<file path="src/rtl/mem_arbiter.sv">
// Two-requester (CPU / host) arbiter in front of the single-port program/data memory.
// Optional statistics counters are enabled by defining MEM_ARB_STATS_EN.
module mem_arbiter #(
  parameter int ADDR_W     = 16,
  parameter int DATA_W     = 16,
  parameter int HOST_BURST = 4
) (
  input  logic              clk,
  input  logic              rst,
  input  logic              cpu_req,
  input  logic              cpu_rnw,
  input  logic [ADDR_W-1:0] cpu_addr,
  input  logic [DATA_W-1:0] cpu_wdata,
  output logic              cpu_ack,
  output logic [DATA_W-1:0] cpu_rdata,
  input  logic              host_req,
  input  logic              host_rnw,
  input  logic [ADDR_W-1:0] host_addr,
  input  logic [DATA_W-1:0] host_wdata,
  output logic              host_ack,
  output logic [DATA_W-1:0] host_rdata,
  input  logic              host_lock,
  output logic              mem_rq,
  output logic              mem_rnw,
  output logic [ADDR_W-1:0] mem_addr,
  output logic [DATA_W-1:0] mem_wdata,
  input  logic [DATA_W-1:0] mem_rdata,
  output logic              busy
`ifdef MEM_ARB_STATS_EN
  ,
  output logic [15:0]       stat_conflicts,
  output logic [15:0]       stat_cpu_stalls
`endif
);

  localparam logic [1:0] IDLE   = 2'd0;
  localparam logic [1:0] ACCESS = 2'd1;
  localparam logic [1:0] RESP   = 2'd2;

  localparam logic [7:0] BURST_MAX = 8'(HOST_BURST);

  logic [1:0]        stateQ;
  logic              ownerHost;
  logic              rnwQ;
  logic [ADDR_W-1:0] addrQ;
  logic [DATA_W-1:0] wdataQ;
  logic [7:0]        burstCnt;

  logic hostWins;
  logic cpuWins;
  logic cpuEligible;

  // Host has priority until it has taken HOST_BURST grants in a row over a waiting CPU.
  always_comb begin
    // NOTE: every always_comb output gets a default first so no path leaves it unassigned (no latch).
    hostWins    = 1'b0;
    cpuWins     = 1'b0;
    cpuEligible = cpu_req && !host_lock;
    if (host_req && !(cpuEligible && burstCnt == BURST_MAX)) begin
      hostWins = 1'b1;
    end else if (cpuEligible) begin
      cpuWins = 1'b1;
    end
  end

  always_ff @(posedge clk) begin
    // NOTE: state is updated with non-blocking assignments so all registers see pre-edge values.
    if (rst) begin
      // NOTE: payload registers are reset too so mem_* and rdata are defined from the first cycle.
      stateQ    <= IDLE;
      ownerHost <= 1'b0;
      rnwQ      <= 1'b1;
      addrQ     <= '0;
      wdataQ    <= '0;
      burstCnt  <= '0;
    end else begin
      case (stateQ)
        IDLE: begin
          if (!cpu_req) begin
            burstCnt <= '0;
          end
          if (hostWins) begin
            ownerHost <= 1'b1;
            rnwQ      <= host_rnw;
            addrQ     <= host_addr;
            wdataQ    <= host_wdata;
            stateQ    <= ACCESS;
            if (cpu_req && burstCnt != BURST_MAX) begin
              burstCnt <= burstCnt + 8'd1;
            end
          end else if (cpuWins) begin
            ownerHost <= 1'b0;
            rnwQ      <= cpu_rnw;
            addrQ     <= cpu_addr;
            wdataQ    <= cpu_wdata;
            burstCnt  <= '0;
            stateQ    <= ACCESS;
          end
        end
        ACCESS:  stateQ <= RESP;
        RESP:    stateQ <= IDLE;
        default: stateQ <= IDLE;
      endcase
    end
  end

  logic respValid;

  assign mem_rq    = (stateQ == ACCESS);
  assign mem_rnw   = mem_rq ? rnwQ : 1'b1;
  assign mem_addr  = mem_rq ? addrQ : '0;
  assign mem_wdata = (mem_rq && !rnwQ) ? wdataQ : '0;

  // Memory output is already registered, so read data is forwarded during RESP.
  assign respValid  = (stateQ == RESP);
  assign cpu_ack    = respValid && !ownerHost;
  assign host_ack   = respValid && ownerHost;
  assign cpu_rdata  = (cpu_ack && rnwQ) ? mem_rdata : '0;
  assign host_rdata = (host_ack && rnwQ) ? mem_rdata : '0;
  assign busy       = (stateQ != IDLE);

`ifdef MEM_ARB_STATS_EN
  logic cpuInService;

  assign cpuInService = (stateQ == ACCESS || stateQ == RESP) && !ownerHost;

  always_ff @(posedge clk) begin
    if (rst) begin
      stat_conflicts  <= '0;
      stat_cpu_stalls <= '0;
    end else begin
      if (stateQ == IDLE && cpu_req && host_req && !host_lock && stat_conflicts != 16'hFFFF) begin
        stat_conflicts <= stat_conflicts + 16'd1;
      end
      if (cpu_req && !cpuInService && stat_cpu_stalls != 16'hFFFF) begin
        stat_cpu_stalls <= stat_cpu_stalls + 16'd1;
      end
    end
  end
`endif

endmodule
</file>
<file path="config.mk">
export PLATFORM = sky130hd
export DESIGN_NAME = mem_arbiter
export DESIGN_NICKNAME = d
export VERILOG_FILES = /design/src/rtl/mem_arbiter.sv
export SDC_FILE = /design/constraint.sdc
export NUM_CORES = 1
export LEC_CHECK = 0
export BUFFER_PORTS_ARGS = -buffer_cell sky130_fd_sc_hd__buf_2
export CORE_AREA = 3 3 81 83
export CTS_BUF_LIST = sky130_fd_sc_hd__clkbuf_16
export DETAILED_ROUTE_END_ITERATION = 7
export DIE_AREA = 0 0 84 86
export PLACE_DENSITY = 0.82
export RECOVER_POWER = 100
export SLEW_MARGIN = 20
export SYNTH_ARGS = -nofsm -noshare
export SYNTH_HDL_FRONTEND = slang
export SYNTH_SLANG_ARGS = --single-unit
</file>
<file path="constraint.sdc">
create_clock -name clk -period 2.75 [get_ports clk]
set_clock_uncertainty 0.2 [all_clocks]
set_input_delay 0.275 -clock clk [delete_from_list [all_inputs] [get_ports clk]]
set_output_delay 0.275 -clock clk [all_outputs]
set_load 0.03 [all_outputs]
</file>
Yosys cells after proc, flatten, opt, wreduce, memory -nomap -nowiden --
Cells that the tools add are included.
Operators by class: add/sub/neg operators 1, equality and inequality tests 5, mux-type cells 23, reductions and logical operators 17
Operators with widths (count):
- 16-bit two-way mux | 8
- 8-bit two-way mux | 4
- 1-bit logical AND | 9
- 8-bit by 1-bit adder with 8-bit output, second input constant | 1
- 8-bit by 3-bit == test with 1-bit output, second input constant | 1
- 1-bit two-way mux | 8
- 8-bit by 3-bit inequality test with 1-bit output, second input constant | 1
- 1-bit logical NOT | 4
- 2-bit two-way mux | 2
- 2-bit case mux with 2 select lines | 1
- 2-bit nonzero test | 2
- 3-bit inequality test, second input constant | 1
- 2-bit by 1-bit == test with 1-bit output, second input constant | 1
- 2-bit == test, second input constant | 1
- 2-bit logical NOT | 1
- 2-bit AND reduction | 1
Storage, ports and cells: register bits 44, word-level logic and storage cells 52

Depth between registers and ports, before layout --
Gate-level depths: netlist of the first run.
depth in word-level cells 9, depth in mapped cells 8

Worst setup path before layout of the first run --
OpenSTA, ideal clock, no wires.
kind register to output, start point register stateQ[1], end point output cpu_rdata[10], data arrival time 1642 ps, data required time 2275 ps, path slack 633 ps, stages on the path, launching flop included 4, path buffers 1, cell sequence dfxtp_1 -> nor3b_1 -> clkbuf_1 -> and3_1
Between the ends: longest elaborated chain between the ends 4
Ends and longest elaborated chain:
- start, declared | line 42 | logic [1:0] stateQ;
- start signal, assigned | line 70 | stateQ <= IDLE;
- start signal, assigned | line 87 | stateQ <= ACCESS;
- start signal, assigned | line 97 | stateQ <= ACCESS;
- 2-bit == test | line 115 | assign respValid = (stateQ == RESP);
- 1-bit logical AND | line 116 | assign cpu_ack = respValid && !ownerHost;
- via cpu_ack | line 14 | output logic cpu_ack,
- 1-bit logical AND | line 118 | assign cpu_rdata = (cpu_ack && rnwQ) ? mem_rdata : '0;
- 16-bit two-way mux | line 118
- end, declared | line 15 | output logic [DATA_W-1:0] cpu_rdata,
The timed path passes the listed nets, and every way through them passes these cells.

Worst setup path after layout of the first run --
start point register stateQ[0], end point output mem_wdata[10]
Between the ends: longest elaborated chain between the ends 3
Ends and longest elaborated chain:
- 2-bit by 1-bit == test with 1-bit output | line 109 | assign mem_rq = (stateQ == ACCESS);
- 1-bit logical AND | line 112 | assign mem_wdata = (mem_rq && !rnwQ) ? wdataQ : '0;
- 16-bit two-way mux | line 112
- end, declared | line 26 | output logic [DATA_W-1:0] mem_wdata,
Every way passes these cells.

==> key figures, run 1 <==
Status
  • Outcome: finished clean

Worst setup path
  • CP endpoint kind: output port
  • Max stage delay on crit path: 0.40 ns
  • Bufs and invs on worst path: 3
  • Register-to-Register Path Depth: 6
  • Critical Path Fanout Max: 19
  • CP top delay family: buffers and inverters
  • Most common cell on crit path: nor2b_1
  • Crit. path cell count: 6
  • Crit path from: stateQ[0]
  • Crit Reg-Reg Startpoint: burstCnt[1]
  • Crit path cell chain: nor2b_1, buf_4, nor2b_1, clkbuf_2, and2_1, buf_2
  • Worst path slowest cell: dfxtp_1
  • WP data required: approximately 2.3 ns
  • Crit path kind: reg -> out
  • CP Data Arrival Time: 1.93 ns
  • Critical Path Source Type: flip-flop

Finish
  • Share of post-route cells with drive strength above 1: 0.255
  • Register Area: just under 900 um2
  • Syn-to-layout area delta: 33.7%
  • Antenna cells: 0
  • Final net count: approximately 570
  • Area of the multi-input gates: 1460 um2
  • Final Non-Filler Cells: 558
  • Filler cell count: 606

Place
  • Dpl cells: 550
  • Setup WS pre-CTS: 0.499 ns
  • Placer Congestion: 0.853
  • HPWL after DPL: 5660 um
  • Port Buffers: 155

Detailed routing
  • Wire per inst: roughly 14 um
  • Top Layer Used: met4
  • Met2 WL post-DR: 3830 um
  • Via/cell ratio: 5.23
  • Routed met3 length: 682 um
  • Routed vias: 2917
  • DRT Pass-1 Iters: 4
  • Drt drc: 0
  • Routed length on met1: ~3000 um
  • Routed Wire Length: 7660 um
  • First DRT Iteration DRCs: 149
  • Antenna Nets Post-Route: 0

Clocking
  • Skew-Pair Late Insertion Delay: roughly 0.28 ns
  • # resized after CTS: 0
  • Max Buffers Root-to-Sink: 2
  • Clk sinks: 44
  • CTS tree: done
  • # Post-CTS Setup Buffers: 0
  • H-tree depth: 2
  • Number of buffers created by CTS: 5
  • Hold_buf cts: 0
  • Root Buffer: clkbuf_16
  • CTS clk-pin slew, worst paths: 0.06 ns

Synthesis
  • Seq/Total Area, Yosys: 0.350
  • Yosys top cell by area: dfxtp_1
  • Flops & latches, synth: 44
  • Yosys top cell area share: 0.350
  • Syn avg cell area: about 7.3 um2
  • Syn_nets: around 430
  • Top cells by area, synth: dfxtp_1 (35%), nand2_1 (11%), and2_1 (8.7%)
  • Cell variety after synth: 36
  • Mapped Area: around 2500 um2
  • Synth Warn #: 0
  • Post-synthesis cell count: roughly 340

Timing
  • Final period util: 0.875
  • Min Tclk post-route: 2.41 ns
  • Fmax: approximately 420 MHz
  • Total Neg Setup Slack: 0 ns
  • Slew Limit Headroom: 0.545
  • Final setup viols: 0
  • Final hold violation count: 0
  • RSZ-0062 raised after global routing: false
  • Post-route worst setup slack: 0.345 ns
  • Worst Tran Pin Value: just under 0.7 ns
  • Final count of pins violating max slew: 0

Floorplan
  • Core box area: 5920 um2
  • Die Span Y: 86 um
  • Die width: 84 um
  • Initial Util: 0.426
  • Die footprint: 7220 um2
  • IO Pins: 156
  • # rows: 28

Min path
  • HP Class: in -> reg
  • Worst Hold Launch: cpu_addr[14]
  • Hold path cells: 3

Run
  • MaxCap Viol Count: 0

GRT
  • Initial antenna violation count: 0
  • GRT Residual Overflow: 0
  • Vias in the first global route: approximately 2800
  • Largest net degree at the start of global routing: 37
  • Total Routing Usage GR: 0.204
  • First-pass GRT wire length: 12300 um

Power and ir drop
  • Design Power: between 0.0015 and 0.002 W
  • P_leak: 1.64 nW
  • Maximum VDD drop: about 0.00026 V
  • Pwr Density: 480 nW/um2
-- per-layer routing --
layer / track usage / vias up
li1: - / 1478
met3: 0.0451 / 5
met5: 0 / -
met2: 0.380 / 138
met4: 0.0746 / 0
met1: 0.227 / 1296
-- registers in the layout (all words and copies together), names as in the netlist --
name       flops
addrQ         16
burstCnt       8
ownerHost      1
rnwQ           1
stateQ         2
wdataQ        16
-- cell families after synthesis --
logic type                 after synthesis  synth area share
AOI/OAI and AO/OA                       96             0.233
adders and majority gates                2           0.00993
buffers and inverters                   36            0.0700
DFF                                     44             0.350
and+or+nand+nor                        165             0.338
-- worst reg2reg max path, cell delays in order, from the launching register on --
cell and delay, ns:
dfxtp_1 0.43, inv_1 0.07, ha_1 0.19, nand4bb_1 0.32, o31a_2 0.63, nand2_1 0.15
a31oi_1 0.19
-- cell type report --
type | count | share of cell area
Tap cell | 75 | 0.0278
Sequential cell | 44 | 0.261
Inverter | 6 | 0.00668
Clock inverter | 3 | 0.00334
Clock buffer | 5 | 0.0371
Multi-Input combinational cell | 263 | 0.434
Timing Repair Buffer | 162 | 0.229
-- power breakdown --
part | switching [W] | internal [W] | total [W] | leakage [nW]
sequential | 0.0000266 | 0.000695 | 0.000722 | 0.363
clock | 0.000228 | 0.000327 | 0.000555 | 0.0738
combinational | 0.000210 | 0.000131 | 0.000341 | 1.20
total | 0.000465 | 0.00115 | 0.00162 | 1.64
-- metrics by stage --
stage / hold slack (ns) / area (um2) / utilization
after floorplan: 0.227 / 2520 / -
after global placement: 0.282 / 3300 / 0.558
after detailed placement: 0.295 / 3300 / 0.558
after CTS: 0.0460 / 3440 / 0.581
after global routing: 0.0584 / 3370 / 0.569
final: 0.0502 / 3370 / 0.569
-- final timing paths --
kind	endpoint	slack [ns]
worst min-delay path	addrQ[14]	0.05
worst max-delay path	mem_wdata[10]	0.34
worst max register to register	wdataQ[10]	0.49
worst min register to register	burstCnt[6]	0.31
-- synthesized netlist by cell type, drive strengths merged --
library cell,number
o22ai,2
o21ai,40
buf,8
nand4,1
a221oi,1
o31ai,1
and2,35
a21oi,7
nand2,73
a31oi,34
o311a,2
nor3b,1
a211oi,2
or3,3
nor4,1
nor3,2
ha,2
or2b,1
a22oi,1
a41oi,2
o21a,1
o31a,2
nand3,3
and3b,1
o211ai,1
inv,6
nor2,4
clkbuf,22
nor2b,4
and4bb,1
and3,34
nand4bb,1
dfxtp,44
-- cell usage in the layout, fill, tap and decap left out, types with 5 or more instances in the layout --
master,instances
clkbuf_16,5
and2_1,35
nand2_1,73
buf_2,105
o21ai_0,39
clkbuf_1,51
a21oi_1,7
inv_1,8
a31oi_1,34
and3_1,34
dfxtp_1,44
(Power assumes the default switching activity.)
==> inputs of run 2 (changes only) <==
--- a/config.mk
+++ b/config.mk
@@ -12,6 +12,7 @@
 export DIE_AREA = 0 0 84 86
 export PLACE_DENSITY = 0.82
 export RECOVER_POWER = 100
+export REMOVE_ABC_BUFFERS = 1
 export SLEW_MARGIN = 20
 export SYNTH_ARGS = -nofsm -noshare
 export SYNTH_HDL_FRONTEND = slang
==> run 2 against run 1 <==
  * First-iteration DRC count is 15% higher
  * Power is 5.1% higher
  * Routed wire length is 0.21% lower
  * Count of clock-buffer cells in the layout stayed put
  * Maximum frequency is 0.63% higher
  * Largest power group unchanged
==> key figures, run 2 (synthesis gave the netlist of run 1 again) <==
Finish
  • Most common cell after layout, fill and taps aside: buf_2
  • Final net count: 571 (unchanged)
  • Largest regs: addrQ x16, wdataQ x16, burstCnt x8
  • Share of post-route cells with drive strength above 1: 0.256 (+0.00106)
  • Final Non-Filler Cells: 556 (-0.36%)
  • Antenna cells: 0 (unchanged)
  • Most frequent cells in the layout: buf_2 (104), nand2_1 (73), clkbuf_1 (52)
  • Filler cell count: 602 (-0.66%)
  • Syn-to-layout area delta: 33.9%

Clocking
  • # resized after CTS: 0 (unchanged)
  • Hold_buf cts: 0 (unchanged)
  • Clk sinks: 44 (unchanged)
  • Skew-Pair Late Insertion Delay: 0.28 ns (about the same)
  • Max Buffers Root-to-Sink: 2 (unchanged)
  • Root Buffer: clkbuf_16
  • CTS clk-pin slew, worst paths: 0.06 ns (about the same)
  • Number of buffers created by CTS: 5 (unchanged)
  • H-tree depth: 2 (unchanged)
  • CTS tree: done
  • # Post-CTS Setup Buffers: 0 (unchanged)

Status
  • Outcome: finished clean

Timing
  • Fmax: 418 MHz (+0.63%)
  • Total Neg Setup Slack: 0 ns (unchanged)
  • Slew Limit Headroom: 0.556 (+0.0111)
  • Final count of pins violating max slew: 0 (unchanged)
  • Worst hold slack: 0.0473 ns (-0.00290 ns)
  • Final hold violation count: 0 (unchanged)
  • Final period util: 0.869 (-0.00551)
  • Worst Tran Pin Value: 0.665 ns (-0.0166 ns)
  • Final setup viols: 0 (unchanged)
  • RSZ-0062 raised after global routing: false
  • Min Tclk post-route: 2.39 ns (-0.0151 ns)

Worst setup path
  • Crit path cell chain: nor2b_1, buf_4, nor2b_1, clkbuf_2, and2_1, buf_2
  • CP Data Arrival Time: 1.92 ns (about the same)
  • Critical Path Fanout Max: 19 (unchanged)
  • Crit path kind: reg -> out
  • Most common cell on crit path: nor2b_1
  • Worst path slowest cell: dfxtp_1
  • CP endpoint kind: output port
  • R2r setup slk: 0.49 ns (about the same)
  • Register-to-Register Path Depth: 6 (unchanged)
  • Max stage delay on crit path: 0.40 ns (about the same)
  • FF-to-FF End: addrQ[5]
  • Critical Path Source Type: flip-flop
  • WP data required: 2.28 ns (about the same)
  • Crit Reg-Reg Startpoint: burstCnt[0]

Detailed routing
  • Drt drc: 0 (unchanged)
  • Via/cell ratio: 5.34 (+2.1%)
  • Routed vias: 2969 (+1.8%)
  • Wire per inst: 13.7 um (+0.15%)
  • Antenna Nets Post-Route: 0 (unchanged)
  • DRT Pass-1 Iters: 5 (+1)
  • Routed Wire Length: 7640 um (-0.21%)
  • First DRT Iteration DRCs: 172 (+15%)

Power and ir drop
  • P_sw: 0.000460 W (-0.93%)
  • Clock Power Share: 0.377 (+0.034)
  • Pwr Density: 504 nW/um2 (+4.9%)
  • Maximum VDD drop: 0.000327 V (+25%)
  • Gate power share: 0.198 (-0.013)
  • P_leak: 1.63 nW (-0.41%)
  • Net Sw Frac: 0.271 (-0.0164)
  • Reg power frac: 0.425 (-0.021)
  • P_int: 0.00124 W (+7.5%)
  • Design Power: 0.00170 W (+5.1%)

Min path
  • Worst Hold Launch: host_addr[10]
  • Hold path cells: 3 (unchanged)
  • HP Class: in -> reg
  • Hold endpoint: addrQ[10]

GRT
  • GRT Residual Overflow: 0 (unchanged)
  • Initial antenna violation count: 0 (unchanged)
  • Largest net degree at the start of global routing: 66 (+78%)
  • First-pass GRT wire length: 12200 um (-0.23%)
  • Vias in the first global route: 2791 (+0.47%)
  • Total Routing Usage GR: 0.204 (about the same)

Floorplan
  • # rows: 28 (unchanged)
  • Die width: 84 um (unchanged)
  • Die footprint: 7220 um2 (unchanged)
  • Core box area: 5920 um2 (unchanged)
  • IO Pins: 156 (unchanged)
  • Initial Util: 0.426 (unchanged)
  • Die Span Y: 86 um (unchanged)

Place
  • Dpl cells: 550 (unchanged)
  • HPWL after DPL: 5500 um (-2.9%)
  • Placer Congestion: 0.847 (-0.67%)
  • Port Buffers: 155 (unchanged)

Run
  • MaxCap Viol Count: 0 (unchanged)
==> run 2: cell count changes in the layout (fill, tap and decap cells not counted) <==
| cell | change |
|---|---|
| inv_1 | -2 |
| buf_2 | -1 |
| buf_12 | -1 |
| clkinv_1 | -1 |
| clkbuf_1 | +1 |
| buf_4 | +1 |
| bufinv_16 | +1 |
==> run 2: how the worst max path moves through the flow <==
stage           startpoint             to  slack [ns]  cells past startpoint
2_1_floorplan    stateQ[1]   cpu_rdata[0]        0.13                      2
5_1_grt          stateQ[1]  cpu_rdata[14]        0.21                      4
6_report         stateQ[0]  mem_wdata[11]        0.36                      6
3_5_place_dp   burstCnt[0]     wdataQ[11]        0.50                      6
4_1_cts          stateQ[0]  mem_wdata[11]        0.46                      6
3_3_place_gp   burstCnt[0]      wdataQ[5]        0.60                      6
==> run 2: metal layers <==
metal / vias to the layer above / part of all wire / track usage / routed length (um)
li1: 1478 / - / - / -
met1: 1332 / 0.40 / 0.230 / 3030
met2: 149 / 0.49 / 0.367 / 3720
met3: 10 / 0.10 / 0.0605 / 795
met4: 0 / 0.012 / 0.0702 / 91
met5: - / 0 / 0 / 0
==> run 2: area by class of cell <==
class / count / area, um2 / share of cell area
clock buffers: 5 / 125 / 0.0371
clock inverters: 1 / 30.0 / 0.00890
inverters: 6 / 22.5 / 0.00667
multi-input cells: 263 / 1460 / 0.434
flip-flops and latches: 44 / 881 / 0.261
well taps: 75 / 93.8 / 0.0278
repair buffers: 162 / 758 / 0.225
==> run 2: metrics by stage <==
stage	util	worst slack [ns]	area (um2)
final	0.570	0.360	3370
after global routing	0.570	0.214	3370
after global placement	0.556	0.604	3290
after detailed placement	0.556	0.498	3290
after floorplan	-	0.127	2370
after CTS	0.582	0.461	3440
==> run 2: power by group through the flow <==
stage | clock [W] | sequential (W) | combinational, W
2_1_floorplan | 0 | 0.000730 | 0.000198
3_3_place_gp | 0 | 0.000731 | 0.000336
3_5_place_dp | 0 | 0.000734 | 0.000342
4_1_cts | 0.000651 | 0.000722 | 0.000344
5_1_grt | 0.000676 | 0.000729 | 0.000377
6_report | 0.000641 | 0.000722 | 0.000337
==> run 2: critical path: cells and delay by family, from the launching register on <==
family	cells	cell delay [ns]
buffers and inverters	3	0.74
and+or+nand+nor	3	0.50
DFF	1	0.40
==> inputs of run 3 (changes only) <==
--- a/config.mk
+++ b/config.mk
@@ -10,10 +10,11 @@
 export CTS_BUF_LIST = sky130_fd_sc_hd__clkbuf_16
 export DETAILED_ROUTE_END_ITERATION = 7
 export DIE_AREA = 0 0 84 86
+export GPL_TIMING_DRIVEN = 1
 export PLACE_DENSITY = 0.82
 export RECOVER_POWER = 100
 export REMOVE_ABC_BUFFERS = 1
-export SLEW_MARGIN = 20
+export SLEW_MARGIN = 25
 export SYNTH_ARGS = -nofsm -noshare
 export SYNTH_HDL_FRONTEND = slang
 export SYNTH_SLANG_ARGS = --single-unit
==> constraint.sdc (replaced) <==
create_clock -name clk -period 2.75 [get_ports clk]
set_clock_uncertainty 0.2 [all_clocks]
set_input_delay 0.1375 -clock clk [delete_from_list [all_inputs] [get_ports clk]]
set_output_delay 0.1375 -clock clk [all_outputs]
set_load 0.03 [all_outputs]
==> run 3 against run 2 <==
  * Flip-flop and latch count is the same
  * Register-to-register slack worse by 0.15 ns
  * Via count grew 21%
  * Clock power grew 6.6%
  * Die area is the same
  * Critical path type is now reg -> reg
  * Critical endpoint is now wdataQ[10]
  * Largest cell class unchanged
  * Largest power group unchanged
  * Highest routed layer unchanged
==> key figures, run 3 (synthesis gave the netlist of run 1 again) <==
Timing
  • Min Tclk post-route: 2.41 ns (+0.0178 ns)
  • Post-route worst setup slack: 0.342 ns (-0.0178 ns)
  • Fmax: 415 MHz (-0.74%)
  • Final count of pins violating max slew: 0 (unchanged)
  • Worst Tran Pin Value: 0.737 ns (+0.0712 ns)
  • RSZ-0062 raised after global routing: false
  • Slew Limit Headroom: 0.508 (-0.0480)
  • Final setup viols: 0 (unchanged)
  • Final hold violation count: 0 (unchanged)
  • Final period util: 0.876 (+0.00646)
  • Total Neg Setup Slack: 0 ns (unchanged)

Place
  • Placer Congestion: 0.845 (-0.26%)
  • Setup WS pre-CTS: 0.486 ns (-0.0124 ns)
  • Dpl cells: 550 (unchanged)
  • Port Buffers: 155 (unchanged)
  • HPWL after DPL: 5500 um (+0.11%)

Worst setup path
  • Crit path cell chain: inv_1, ha_1, nand4bb_1, o31a_2, nand2_1, a31oi_1
  • CP endpoint kind: flip-flop
  • Worst path slowest cell: o31a_2
  • CP top delay family: compound AO/OA/AOI/OAI gates
  • CP Data Arrival Time: 2.39 ns (+0.47 ns)
  • Critical Path Fanout Max: 33 (+14)
  • FF-to-FF End: wdataQ[10]
  • Max stage delay on crit path: 0.65 ns (+0.25 ns)
  • Crit path kind: reg -> reg
  • Crit Reg-Reg Startpoint: burstCnt[0]
  • Capture point of the worst path: wdataQ[10]
  • WP data required: 2.74 ns (+0.46 ns)
  • Crit. path cell count: 6 (unchanged)
  • Crit path from: burstCnt[0]
  • Register-to-Register Path Depth: 6 (unchanged)
  • Critical Path Source Type: flip-flop
  • Bufs and invs on worst path: 1 (-2)
  • R2r setup slk: 0.34 ns (-0.15 ns)

Clocking
  • CTS clk-pin slew, worst paths: 0.07 ns (about the same)
  • Skew-Pair Late Insertion Delay: 0.28 ns (about the same)
  • Max Buffers Root-to-Sink: 2 (unchanged)
  • Number of buffers created by CTS: 5 (unchanged)
  • Hold_buf cts: 66 (+66)
  • # resized after CTS: 0 (unchanged)
  • Root Buffer: clkbuf_16
  • CTS tree: done
  • Clk sinks: 44 (unchanged)
  • # Post-CTS Setup Buffers: 0 (unchanged)
  • H-tree depth: 2 (unchanged)

Finish
  • Largest regs: addrQ x16, wdataQ x16, burstCnt x8
  • Filler cell count: 458 (-24%)
  • Most common cell after layout, fill and taps aside: buf_2
  • Antenna cells: 0 (unchanged)
  • Final Non-Filler Cells: 624 (+12%)
  • Most frequent cells in the layout: buf_2 (88), nand2_1 (73), clkbuf_1 (68)
  • Final net count: 637 (+12%)
  • Share of post-route cells with drive strength above 1: 0.199 (-0.0572)
  • Syn-to-layout area delta: 60.1%

GRT
  • Vias in the first global route: 3519 (+26%)
  • Initial antenna violation count: 0 (unchanged)
  • GRT Residual Overflow: 0 (unchanged)
  • Total Routing Usage GR: 0.284 (+0.0804)
  • First-pass GRT wire length: 16600 um (+36%)
  • Largest net degree at the start of global routing: 66 (unchanged)

Power and ir drop
  • Pwr Density: 459 nW/um2 (-9.0%)
  • P_leak: 1.84 nW (+13%)
  • Maximum VDD drop: 0.000410 V (+26%)

Detailed routing
  • First DRT Iteration DRCs: 290 (+69%)
  • Via/cell ratio: 5.75 (+7.7%)
  • Drt drc: 0 (unchanged)
  • Routed vias: 3588 (+21%)
  • DRT Pass-1 Iters: 6 (+1)
  • Antenna Nets Post-Route: 0 (unchanged)
  • Wire per inst: 16.9 um (+23%)
  • Routed Wire Length: 10600 um (+38%)

Floorplan
  • Die footprint: 7220 um2 (unchanged)
  • Die width: 84 um (unchanged)
  • Die Span Y: 86 um (unchanged)
  • # rows: 28 (unchanged)
  • IO Pins: 156 (unchanged)
  • Initial Util: 0.426 (unchanged)
  • Core box area: 5920 um2 (unchanged)

Min path
  • HP Class: in -> reg
  • Hold path cells: 4 (+1)

Run
  • MaxCap Viol Count: 0 (unchanged)

Status
  • Outcome: finished clean
-- run 3: area by class of cell --
class | instances | area (um2) | area share
Clock buffer | 5 | 125 | 0.0310
Clock inverter | 3 | 46.3 | 0.0115
Inverter | 6 | 22.5 | 0.00558
Multi-Input combinational cell | 263 | 1460 | 0.363
Sequential cell | 44 | 881 | 0.218
Tap cell | 75 | 93.8 | 0.0233
Timing Repair Buffer | 228 | 1400 | 0.347
-- run 3: through the flow --
| stage | util | total power [W] | area, um2 | hold slack [ns] |
|---|---|---|---|---|
| floorplan | - | 0.000929 | 2370 | 0.00657 |
| global placement | 0.556 | 0.00107 | 3290 | 0.196 |
| detailed placement | 0.556 | 0.00108 | 3290 | 0.201 |
| CTS | 0.696 | 0.00183 | 4120 | 0.0842 |
| global route | 0.681 | 0.00192 | 4030 | 0.184 |
| finish | 0.681 | 0.00185 | 4030 | 0.115 |
-- run 3: worst min path at each step --
stage | startpoint | to | slack, ns
floorplan | rst | burstCnt[1] | 0.007
global placement | host_wdata[6] | wdataQ[6] | 0.20
detailed placement | host_wdata[9] | wdataQ[9] | 0.20
CTS | host_rnw | rnwQ | 0.08
global route | host_lock | burstCnt[0] | 0.18
finish | host_rnw | rnwQ | 0.11
-- run 3: power breakdown --
group          switching (W)  internal (W)
Combinational       0.000250      0.000188
Clock               0.000252      0.000431
Sequential         0.0000332      0.000695
-- run 3: routing by layer --
layer	global-route usage	wire, um
met5	0	0
met4	0.190	643
met2	0.482	4950
met1	0.307	3550
met3	0.0865	1410
-- run 3: worst reg2reg max path: cells and delay by family, from the launching register on --
family / cells / cell delay [ns]
buffers and inverters: 1 / 0.10
adder cells (fa/ha/maj): 1 / 0.22
AND/OR/NAND/NOR: 2 / 0.46
flip-flops: 1 / 0.39
AO/OA/AOI/OAI: 2 / 0.94
